## src/rtl/memory_map_pkg.sv

```systemverilog
// Shared address map and bus-state definitions for the core-local peripherals.
//
// Contents:
//   MsipAddr / MtimecmpAddr / MtimeAddr : byte offsets of the CLINT registers
//   MtimecmpHiAddr / MtimeHiAddr        : high-word offsets used on a 32-bit bus
//   clint_state_t                       : CLINT bus handshake states (IDLE, ACK)
package memory_map_pkg;

  localparam logic [15:0] MsipAddr       = 16'h0000;
  localparam logic [15:0] MtimecmpAddr   = 16'h4000;
  localparam logic [15:0] MtimecmpHiAddr = 16'h4004;
  localparam logic [15:0] MtimeAddr      = 16'hBFF8;
  localparam logic [15:0] MtimeHiAddr    = 16'hBFFC;

  typedef enum logic {
    IDLE = 1'b0,
    ACK  = 1'b1
  } clint_state_t;

endpackage

```

## src/rtl/byte_en_register.sv

```systemverilog
// Register of width N with one write enable per byte and a configurable reset value.
//
// Ports:
//   clock : system clock
//   reset : asynchronous, active-high reset (loads RESET_VALUE)
//   be    : per-byte write enables, bit i enables byte i of d
//   d     : next value for the enabled bytes
//   q     : current register value
module byte_en_register #(
  parameter int N = 64,
  parameter logic [N-1:0] RESET_VALUE = '0
) (
  input  logic           clock,
  input  logic           reset,
  input  logic [N/8-1:0] be,
  input  logic [N-1:0]   d,
  output logic [N-1:0]   q
);

  // Each enabled byte takes its slice of d; disabled bytes keep their value.
  always_ff @(posedge clock or posedge reset) begin
    if (reset) begin
      q <= RESET_VALUE;
    end else begin
      for (int i = 0; i < N/8; i++) begin
        if (be[i]) begin
          q[i*8 +: 8] <= d[i*8 +: 8];
        end
      end
    end
  end

endmodule

```

## src/rtl/core_local_interruptor.sv

```systemverilog
// Core-local interruptor: software interrupt bit, 64-bit real-time counter and
// its comparator, exposed as a Wishbone-style bus slave and fed to the CSR file.
//
// Ports:
//   clock, reset         : system clock, asynchronous active-high reset
//   wb_cyc, wb_stb       : bus cycle / strobe; a request is taken when both are high
//   wb_we                : 1 = write, 0 = read
//   wb_addr              : byte offset within the block
//   wb_sel               : byte lane enables
//   wb_dat_i / wb_dat_o  : write data / registered read data
//   wb_ack               : one-cycle acknowledge, one cycle after acceptance
//   msip                 : machine software interrupt pending
//   mtime, mtimecmp      : timer value and comparator (64 bits on either bus width)
module core_local_interruptor
  import memory_map_pkg::*;
#(
  parameter int DATA_SIZE    = 64,
  parameter int CLOCK_CYCLES = 10
) (
  input  logic                   clock,
  input  logic                   reset,
  input  logic                   wb_cyc,
  input  logic                   wb_stb,
  input  logic                   wb_we,
  input  logic [15:0]            wb_addr,
  input  logic [DATA_SIZE/8-1:0] wb_sel,
  input  logic [DATA_SIZE-1:0]   wb_dat_i,
  output logic [DATA_SIZE-1:0]   wb_dat_o,
  output logic                   wb_ack,
  output logic                   msip,
  output logic [63:0]            mtime,
  output logic [63:0]            mtimecmp
);

  localparam int PRESC_W = (CLOCK_CYCLES > 1) ? $clog2(CLOCK_CYCLES) : 1;
  localparam logic [PRESC_W-1:0] PRESC_MAX = PRESC_W'(CLOCK_CYCLES - 1);

  clint_state_t state, next_state;

  logic                 accept;
  logic                 write;
  logic                 read;
  logic                 hit_msip;
  logic [63:0]          wr_data;
  logic [7:0]           cmp_be;
  logic [7:0]           time_be_bus;
  logic [DATA_SIZE-1:0] rd_data;

  logic [PRESC_W-1:0]   prescaler;
  logic                 tick;
  logic                 time_write;
  logic [7:0]           time_be;
  logic [63:0]          time_d;

  // A request is only taken in IDLE, so a held strobe yields one access per two cycles.
  assign accept = (state == IDLE) && wb_cyc && wb_stb;
  assign write  = accept && wb_we;
  assign read   = accept && !wb_we;

  // Bus-width specific decode: maps the bus lanes onto the 64-bit registers
  // as byte enables and builds the read value for the addressed word.
  if (DATA_SIZE == 64) begin : g_bus64
    localparam logic [15:0] Mask = 16'hFFF8;
    logic hit_cmp;
    logic hit_time;

    assign hit_msip    = (wb_addr & Mask) == MsipAddr;
    assign hit_cmp     = (wb_addr & Mask) == MtimecmpAddr;
    assign hit_time    = (wb_addr & Mask) == MtimeAddr;
    assign wr_data     = wb_dat_i;
    assign cmp_be      = (write && hit_cmp)  ? wb_sel : 8'h00;
    assign time_be_bus = (write && hit_time) ? wb_sel : 8'h00;

    // Read mux; unmapped offsets return zero.
    always_comb begin
      rd_data = '0;
      if (hit_msip) begin
        rd_data[0] = msip;
      end else if (hit_cmp) begin
        rd_data = mtimecmp;
      end else if (hit_time) begin
        rd_data = mtime;
      end
    end
  end else begin : g_bus32
    localparam logic [15:0] Mask = 16'hFFFC;
    logic hit_cmp_lo;
    logic hit_cmp_hi;
    logic hit_time_lo;
    logic hit_time_hi;

    assign hit_msip    = (wb_addr & Mask) == MsipAddr;
    assign hit_cmp_lo  = (wb_addr & Mask) == MtimecmpAddr;
    assign hit_cmp_hi  = (wb_addr & Mask) == MtimecmpHiAddr;
    assign hit_time_lo = (wb_addr & Mask) == MtimeAddr;
    assign hit_time_hi = (wb_addr & Mask) == MtimeHiAddr;
    assign wr_data     = {wb_dat_i, wb_dat_i};
    assign cmp_be      = {(write && hit_cmp_hi)  ? wb_sel : 4'h0,
                          (write && hit_cmp_lo)  ? wb_sel : 4'h0};
    assign time_be_bus = {(write && hit_time_hi) ? wb_sel : 4'h0,
                          (write && hit_time_lo) ? wb_sel : 4'h0};

    // Read mux; each half of a 64-bit register is its own word.
    always_comb begin
      rd_data = '0;
      if (hit_msip) begin
        rd_data[0] = msip;
      end else if (hit_cmp_lo) begin
        rd_data = mtimecmp[31:0];
      end else if (hit_cmp_hi) begin
        rd_data = mtimecmp[63:32];
      end else if (hit_time_lo) begin
        rd_data = mtime[31:0];
      end else if (hit_time_hi) begin
        rd_data = mtime[63:32];
      end
    end
  end

  // Handshake state register.
  always_ff @(posedge clock or posedge reset) begin
    if (reset) begin
      state <= IDLE;
    end else begin
      state <= next_state;
    end
  end

  // Handshake next state: IDLE waits for a request, ACK always returns to IDLE.
  always_comb begin
    next_state = state;
    case (state)
      IDLE:    if (accept) next_state = ACK;
      ACK:     next_state = IDLE;
      default: next_state = IDLE;
    endcase
  end

  // Registered acknowledge and read data; read data holds until the next read.
  always_ff @(posedge clock or posedge reset) begin
    if (reset) begin
      wb_ack   <= 1'b0;
      wb_dat_o <= '0;
    end else begin
      wb_ack <= accept;
      if (read) begin
        wb_dat_o <= rd_data;
      end
    end
  end

  // Software interrupt bit: only bit 0 of the MSIP word exists.
  always_ff @(posedge clock or posedge reset) begin
    if (reset) begin
      msip <= 1'b0;
    end else if (write && hit_msip && wb_sel[0]) begin
      msip <= wr_data[0];
    end
  end

  assign time_write = |time_be_bus;
  assign tick       = (prescaler == PRESC_MAX);

  // Prescaler: wraps every CLOCK_CYCLES cycles, and restarts whenever software
  // writes any byte of mtime so the next tick is a full period away.
  always_ff @(posedge clock or posedge reset) begin
    if (reset) begin
      prescaler <= '0;
    end else if (time_write || tick) begin
      prescaler <= '0;
    end else begin
      prescaler <= prescaler + PRESC_W'(1);
    end
  end

  // A bus write to mtime overrides the tick: written bytes take bus data and
  // the rest keep their old value with no increment.
  assign time_be = time_write ? time_be_bus : {8{tick}};
  assign time_d  = time_write ? wr_data : mtime + 64'd1;

  byte_en_register #(
    .N           (64),
    .RESET_VALUE ({64{1'b1}})
  ) u_mtimecmp (
    .clock (clock),
    .reset (reset),
    .be    (cmp_be),
    .d     (wr_data),
    .q     (mtimecmp)
  );

  byte_en_register #(
    .N           (64),
    .RESET_VALUE ('0)
  ) u_mtime (
    .clock (clock),
    .reset (reset),
    .be    (time_be),
    .d     (time_d),
    .q     (mtime)
  );

endmodule
```

## config.mk

```make
export PLATFORM = sky130hd
export DESIGN_NAME = core_local_interruptor
export DESIGN_NICKNAME = d
export VERILOG_FILES = /design/src/rtl/memory_map_pkg.sv /design/src/rtl/byte_en_register.sv /design/src/rtl/core_local_interruptor.sv
export SDC_FILE = /design/constraint.sdc
export NUM_CORES = 1
export LEC_CHECK = 0
export CAP_MARGIN = 20
export CORE_MARGIN = 2
export CORE_UTILIZATION = 50
export CTS_BUF_LIST = sky130_fd_sc_hd__clkbuf_16
export DETAILED_ROUTE_END_ITERATION = 12
export PLACE_DENSITY = 0.83
export SYNTH_ARGS = -nofsm -noshare
export SYNTH_HDL_FRONTEND = slang
export SYNTH_SLANG_ARGS = --single-unit
```

## constraint.sdc

```tcl
create_clock -name clock -period 10.3 [get_ports clock]
set_input_delay 2.06 -clock clock [delete_from_list [all_inputs] [get_ports clock]]
set_output_delay 2.06 -clock clock [all_outputs]
set_load 0.05 [all_outputs]
```

==> out/results.tsv <==
stage	metric	value	unit
power	power density over the cells	154	nW/um2
synth	top area cells in the synthesized netlist	dfrtp_1 34%, dfstp_2 17%, a21oi_1 8.0%, mux2_2 7.5%, a22oi_1 4.9%	
floorplan	core area	19500	um2
sta	clk_skew	0.0102	ns
run_status	outcome	complete, no violations	
grt	first-pass GRT wire length	50.0	mm
grt	largest net degree at the start of global routing	124	
critical_path	Critical R2R Capture	u_mtime.q[63]	
sta	final setup vio count	0	
worst_hold_path	Min-Delay Endpoint	u_mtimecmp.q[18]	
finish	Nets	1381	
floorplan	Die Area	21000	um2
detailed_routing	Via density	6.14	
critical_path	critical-path maximum fanout	70	
synth	synthesized area	9920	um2
clock_network	post_cts resized	0	
finish	Antenna Cells	0	
synth	sequential fraction of the synthesis area	51.0	%
clock_network	clock-pin transition on the worst setup and hold timing paths	0.07	ns
detailed_routing	Post-route DRC	0	
worst_hold_path	min-delay src	u_mtimecmp.q[18]	
critical_path	Reg2Reg Setup Slack	7.21	ns
detailed_routing	TritonRoute pass-1 iters	5	
clock_network	setup bufs post-CTS	0	
clock_network	# clock sinks	199	
critical_path	CP Data Required Time	10.66	ns
critical_path	WP data arrival	5.41	ns
place	Final Wtd Congestion	0.854	
sta	Final Max Tran Viols	0	
critical_path	Startpoint Class	input pin	
synth	main flop type after synthesis	dfrtp_1	
synth	post-synth net total	1126	
sta	period utilization	49.1	%
sta	minimum clock period	5.05	ns
worst_hold_path	HP Class	reg2reg	
detailed_routing	Post-DRT Antenna Nets	0	
synth	Synth area leader	dfrtp_1	
floorplan	Starting Density	51.0	%
sta	slew margin rel.	31.4	%
floorplan	I/O pin count	287	
critical_path	Cell Chain, Critical Path	clkdlybuf4s50_1, nand4_1, nor4_4, buf_4, nand2_1, and2_1, a32o_1, a21oi_1	
place	IO Port Bufs	283	
clock_network	CTS tree	built	
clock_network	clk root buf	clkbuf_16	
power	VDD IR max	0.123	mV
critical_path	Slowest-stage cell, CP	buf_4	
detailed_routing	vias	9597	
detailed_routing	Post-Route WL	32.4	mm
synth	Synth top area share	34.0	%
clock_network	worst skew pair latency	0.43	ns
critical_path	Crit path max-delay family	simple AND/OR/NAND/NOR gates	
critical_path	critical setup path kind	in2reg	
finish	Layout area overhead	36.8	%
finish	share of layout cells above drive strength 1	14.9	%
clock_network	H-Tree Depth	4	
synth	EDFF count, synth	0	
grt	all-layer global routing usage	30.6	%
synth	Netlist cell types	64	
sta	RSZ-0062 raised after global routing	false	
detailed_routing	WL/cell	20.7	um
synth	Synth Instances	1030	
place	Post-DP HPWL	22.3	mm
critical_path	Setup crit start	wb_addr[4]	
sta	f_max	198	MHz
grt	gr ovfl total	0	
critical_path	FF-to-FF Start	u_mtime.q[32]	
critical_path	delay of the slowest critical-path stage	0.78	ns
sta	setup_tns	0	ns
sta	Least-Margin Pin Slew	1.02	ns
critical_path	WP buf/inv	2	
critical_path	CP endpoint kind	flip-flop	
sta	worst hold slack	0.498	ns
synth	FFs w/ async S/R, synth	100	%
floorplan	Die Span X	145	um
flow_run	Max Cap Viol	0	
synth	Syn Area/Cell	9.63	um2
clock_network	worst-case clock buffer depth	2	
grt	initial antenna violation count	0	
sta	Hold Violations, Final	0	
clock_network	CTS Buf Count	17	
clock_network	cts hold-fix bufs	0	
synth	Yosys reg bits	199	
critical_path	Reg2Reg Depth	6	
synth	Syn. warnings	0	
floorplan	Die Height	145	um
detailed_routing	initial DRC count	791	
power	Leak Pwr	5.27	nW
floorplan	# rows	51	
worst_hold_path	worst hold stages	2	
grt	vias in the first global route	9283	
[layout by cell type (no fill, tap or decap), drive strengths merged, types with 4 or more instances in the layout]
master,synthesis,routed
and3,12,12
a22oi,65,65
nor2,108,108
a21oi,159,159
buf,8,9
a21o,9,9
clkinvlp,0,5
a211oi,8,8
o21ai,47,47
clkdlybuf4s50,0,283
dfstp,64,64
nand3,40,40
and2,4,4
nand2,90,90
o22ai,17,17
inv,16,23
dfrtp,135,135
o22a,4,4
a31oi,4,4
nor4,15,15
and4,4,4
o31ai,4,4
clkbuf,48,17
nor3,27,27
o32ai,7,7
nand4,26,26
mux2i,9,9
mux2,66,66
[logic make-up (layout without fill, tap and decap cells)]
logic type      after synthesis  count (layout)  synth area share (%)
compound gates              338             338                  20.4
xor+xnor                      1               1                0.0883
fa+ha+maj                     3               3                 0.378
buf+inv                      72             340                  3.04
flops                       199             199                  51.0
mux                          75              75                  8.40
simple gates                342             342                  16.7
[power breakdown]
group	total (mW)	internal, mW	switching, mW
clock	0.700	0.385	0.315
combinational	0.490	0.171	0.319
sequential	0.894	0.844	0.0503
total	2.08	1.40	0.685
[layout make-up]
type                       count  area, um2
multi-input combinational    759       4610
timing repair buffer         292       2900
clock buffer                  17        425
tap                          265        332
sequential                   199       5060
clock inverter                15        179
inverter                      16       67.6
fill                        1479       5890
[how the worst max path moves through the flow]
stage	end	slack, ns	depth (start not counted)
floorplan	msip	2.92	1
finish	u_mtime.q[18]	5.25	8
CTS	u_mtime.q[18]	5.33	8
detailed placement	u_mtime.q[18]	4.88	8
global route	u_mtime.q[18]	5.15	8
global placement	u_mtime.q[18]	4.89	8
[metal layers]
| layer | track usage (%) | wire length, um |
|---|---|---|
| met2 | 51.0 | 16000 |
| met4 | 10.1 | 792 |
| met3 | 6.09 | 2460 |
| met5 | 0 | 0 |
| met1 | 40.3 | 13100 |
[stage by stage]
step	power (mW)	cells	setup WS [ns]	instance area [um2]	util [%]
after global routing	2.16	1563	5.15	13600	69.8
after CTS	2.09	1562	5.33	13600	69.7
after detailed placement	1.40	1530	4.88	13000	66.6
after global placement	1.39	1530	4.89	13000	66.6
final	2.08	1563	5.25	13600	69.8
after floorplan	1.20	1030	2.92	9920	-
[worst reg2reg max path: cells and delay by family (launching register included)]
family	cells	cell delay (ns)
compound gates	1	0.09
flops	1	0.47
mux	1	0.24
simple gates	4	2.16
[cell usage after synthesis (all sizes together) (7+ instances only)]
cell type,count
a211oi,8
a21o,9
a21oi,159
a22oi,65
and3,12
buf,8
clkbuf,48
dfrtp,135
dfstp,64
inv,16
mux2,66
mux2i,9
nand2,90
nand3,40
nand4,26
nor2,108
nor3,27
nor4,15
o21ai,47
o22ai,17
o32ai,7
[flip-flops by register name, indices dropped and copies added (netlist names)]
signal and flops:
msip 1, u_mtimecmp.q 64, prescaler 4, state 1, wb_ack 1, wb_dat_o 64, u_mtime.q 64
No activity file was read; power rests on OpenSTA's default activity.
==> patch: new RTL, config.mk and constraints unchanged <==
`CLOCK_CYCLES`: 10 -> 11.
--- a/src/rtl/core_local_interruptor.sv
+++ b/src/rtl/core_local_interruptor.sv
@@ -15,7 +15,7 @@
   import memory_map_pkg::*;
 #(
   parameter int DATA_SIZE    = 64,
-  parameter int CLOCK_CYCLES = 10
+  parameter int CLOCK_CYCLES = 11
 ) (
   input  logic                   clock,
   input  logic                   reset,
Formal check against the unedited RTL: no difference found for any inputs over 4 cycles, from zero or initial values and one cycle with reset high; that may be too few to reach the edited logic, so the function may still have changed.
==> patch against the unedited design <==
  * Combinational power up 16%
  * Non-clock buffer count down 1
  * Worst setup slack better by 0.30 ns
  * Sequential cell count unchanged
  * Critical endpoint is now u_mtime.q[55]
  * Die area up 2.0%
  * Sequential share of layout area down 0.18 points
  * Power up 1.1%
  * Routed wire length down 4.4%
  * Cell area up 0.49%
  * Core utilization down 1.7 points
  * Via count down 2.2%
  * Area after synthesis up 2.1%
  * Register-to-register slack better by 0.10 ns
==> patch: results (changes against the unedited design) <==
outcome: finished clean
RR Startpoint: state
average wire per cell in the routed design: 19.9 µm (-3.8%)
antenna violations before repair: 0 (unchanged)
fraction of layout instances using a drive strength above 1: 16.1% (+1.3 points)
worst-path fanout max: 19 (-73%)
startpoint of the worst hold path: prescaler[0]
kind of cell adding the most delay to the critical path: compound AO/OA/AOI/OAI gates
largest stage delay on the critical path: 0.71 ns (-0.07 ns)
First-pass DRT Iterations: 5 (unchanged)
largest net degree at the start of global routing: 133 (+7.3%)
worst setup path start: wb_sel[4]
number of global-route vias before repair: 9185 (-1.1%)
number of nets in the synthesized netlist: 1117 (-0.80%)
vias post-DR: 9386 (-2.2%)
biggest registers after layout: u_mtime.q: 64 flops, u_mtimecmp.q: 64 flops, wb_dat_o: 64 flops
first-pass GRT wire length: 49200 µm (-1.8%)
unique cell type count in the Yosys netlist: 68 (+6.3%)
cts bufs inserted: 17 (unchanged)
remaining max-slew budget at the tightest pin: 35.8% (+4.4 points)
# port buffers: 283 (unchanged)
Root Buffer: sky130_fd_sc_hd__clkbuf_16
post-detail-place hpwl: 21700 µm (-2.9%)
Setup Fix Bufs, Post-CTS: 0 (unchanged)
count of cells resized by post-cts repair: 0 (unchanged)
Critical-path top delay cell: sky130_fd_sc_hd__o21ai_1
Leak: 5.39 nW (+2.3%)
maximum ir drop on the vdd rail: 0.112 mV (-9.4%)
R2R Setup Slk: 7.31 ns (+0.10 ns)
initial detailed-routing violation count: 639 (-19%)
maximum level of the CTS H-tree: 4 (unchanged)
commonest cells in the synthesized netlist: 158 x sky130_fd_sc_hd__a21oi_1, 135 x sky130_fd_sc_hd__dfrtp_1, 117 x sky130_fd_sc_hd__nor2_1
Max Clock Skew: 0.0128 ns (+0.00253 ns)
maxcap violations: 0 (unchanged)
clk slew on worst S/H paths: 0.07 ns (about the same)
weighted congestion at the end of routability-driven global placement: 0.832 (-2.6%)
sequential share of the synthesized area: 50.0% (-1.0 points)
maximum root-to-sink buffer count: 2 (unchanged)
predominant post-synthesis flop cell: sky130_fd_sc_hd__dfrtp_1
fraction of synthesis flops using an asynchronous set or reset pin: 100% (unchanged)
cell area after placement: 13100 µm² (+1.1%)
Yosys warning count: 0 (unchanged)
ant diodes: 0 (unchanged)
class of the worst hold path: reg2reg
leading post-synthesis cells by cell area: sky130_fd_sc_hd__dfrtp_1 33%, sky130_fd_sc_hd__dfstp_2 17%, sky130_fd_sc_hd__a21oi_1 7.8%
Total Routing Usage GR: 28.6% (-2.0 points)
net count reported at finish: 1366 (-1.1%)
Clk Latency, worst-skew pair: 0.44 ns
data arrival time of the worst path: 5.13 ns (-0.28 ns)
[patch: cell count changes in the layout (fill, tap and decap cells not counted), moves of 5 or more]
cell	change
sky130_fd_sc_hd__o21ai_1	+10
sky130_fd_sc_hd__o21ai_0	-12
sky130_fd_sc_hd__o22a_1	+5
sky130_fd_sc_hd__nor2_1	+9
sky130_fd_sc_hd__or3_1	+6
sky130_fd_sc_hd__a211oi_1	-7
sky130_fd_sc_hd__nor3_1	-5
sky130_fd_sc_hd__nand3_1	-10
sky130_fd_sc_hd__nand4_1	-6
sky130_fd_sc_hd__nand2_1	-16
[patch: final timing paths]
kind / depth (start not counted) / end
hold reg to reg: 1 / prescaler[0]
max in group asynchronous: 3 / u_mtime.q[9]
min in group asynchronous: 2 / wb_dat_o[51]
hold / removal: 1 / prescaler[0]
setup / recovery: 8 / u_mtime.q[55]
setup reg to reg: 7 / u_mtime.q[55]
[patch: kinds of logic after synthesis]
| logic type | share of synthesized area [%] |
|---|---|
| AO/OA/AOI/OAI | 20.3 |
| multiplexers | 8.13 |
| adder cells (fa/ha/maj) | 0.371 |
| buffers and inverters | 3.51 |
| XOR/XNOR | 0.173 |
| AND/OR/NAND/NOR | 17.5 |
| flip-flops | 50.0 |
[patch: through the flow]
step / util, % / hold slack [ns] / setup slack [ns] / instances / power, W
floorplan: - / 0.453 / 2.92 / 1021 / 0.00128
global placement: 65.4 / 0.468 / 5.16 / 1521 / 0.00147
detailed placement: 65.4 / 0.485 / 5.10 / 1521 / 0.00148
CTS: 68.1 / 0.497 / 5.54 / 1553 / 0.00212
global route: 68.1 / 0.529 / 5.36 / 1553 / 0.00219
finish: 68.1 / 0.499 / 5.55 / 1553 / 0.00211
[patch: final cells by class]
class	count	area [µm²]
clock inverters	15	120
clock buffers	17	425
repair buffers	291	2890
flip-flops and latches	199	5060
fillers	1561	6400
well taps	270	338
multi-input cells	746	4740
inverters	15	63.8
[patch: metal layers]
metal  global-route usage, %  share of wire (%)  vias up
li1                        -                  -     4289
met1                    36.9                 40     4600
met2                    48.6                 50      438
met3                    6.28                7.7       59
met4                    8.64                2.1        0
met5                       0                  0        -
[patch: report_power, final]
group / internal [W] / total (W) / leakage [nW] / switching (W)
logic: 0.000193 / 0.000566 / 2.91 / 0.000373
registers: 0.000849 / 0.000905 / 2.21 / 0.0000559
clock network: 0.000317 / 0.000638 / 0.273 / 0.000321
[patch: worst register-to-register path, cell delays in order (launching register included)]
cell and delay (ns):
sky130_fd_sc_hd__dfrtp_1 0.42, sky130_fd_sc_hd__nand4b_4 0.26, sky130_fd_sc_hd__nor3_2 0.37, sky130_fd_sc_hd__and2_1 0.63, sky130_fd_sc_hd__buf_4 0.42, sky130_fd_sc_hd__o21ai_1 0.37
sky130_fd_sc_hd__o22a_1 0.28, sky130_fd_sc_hd__and3_1 0.13
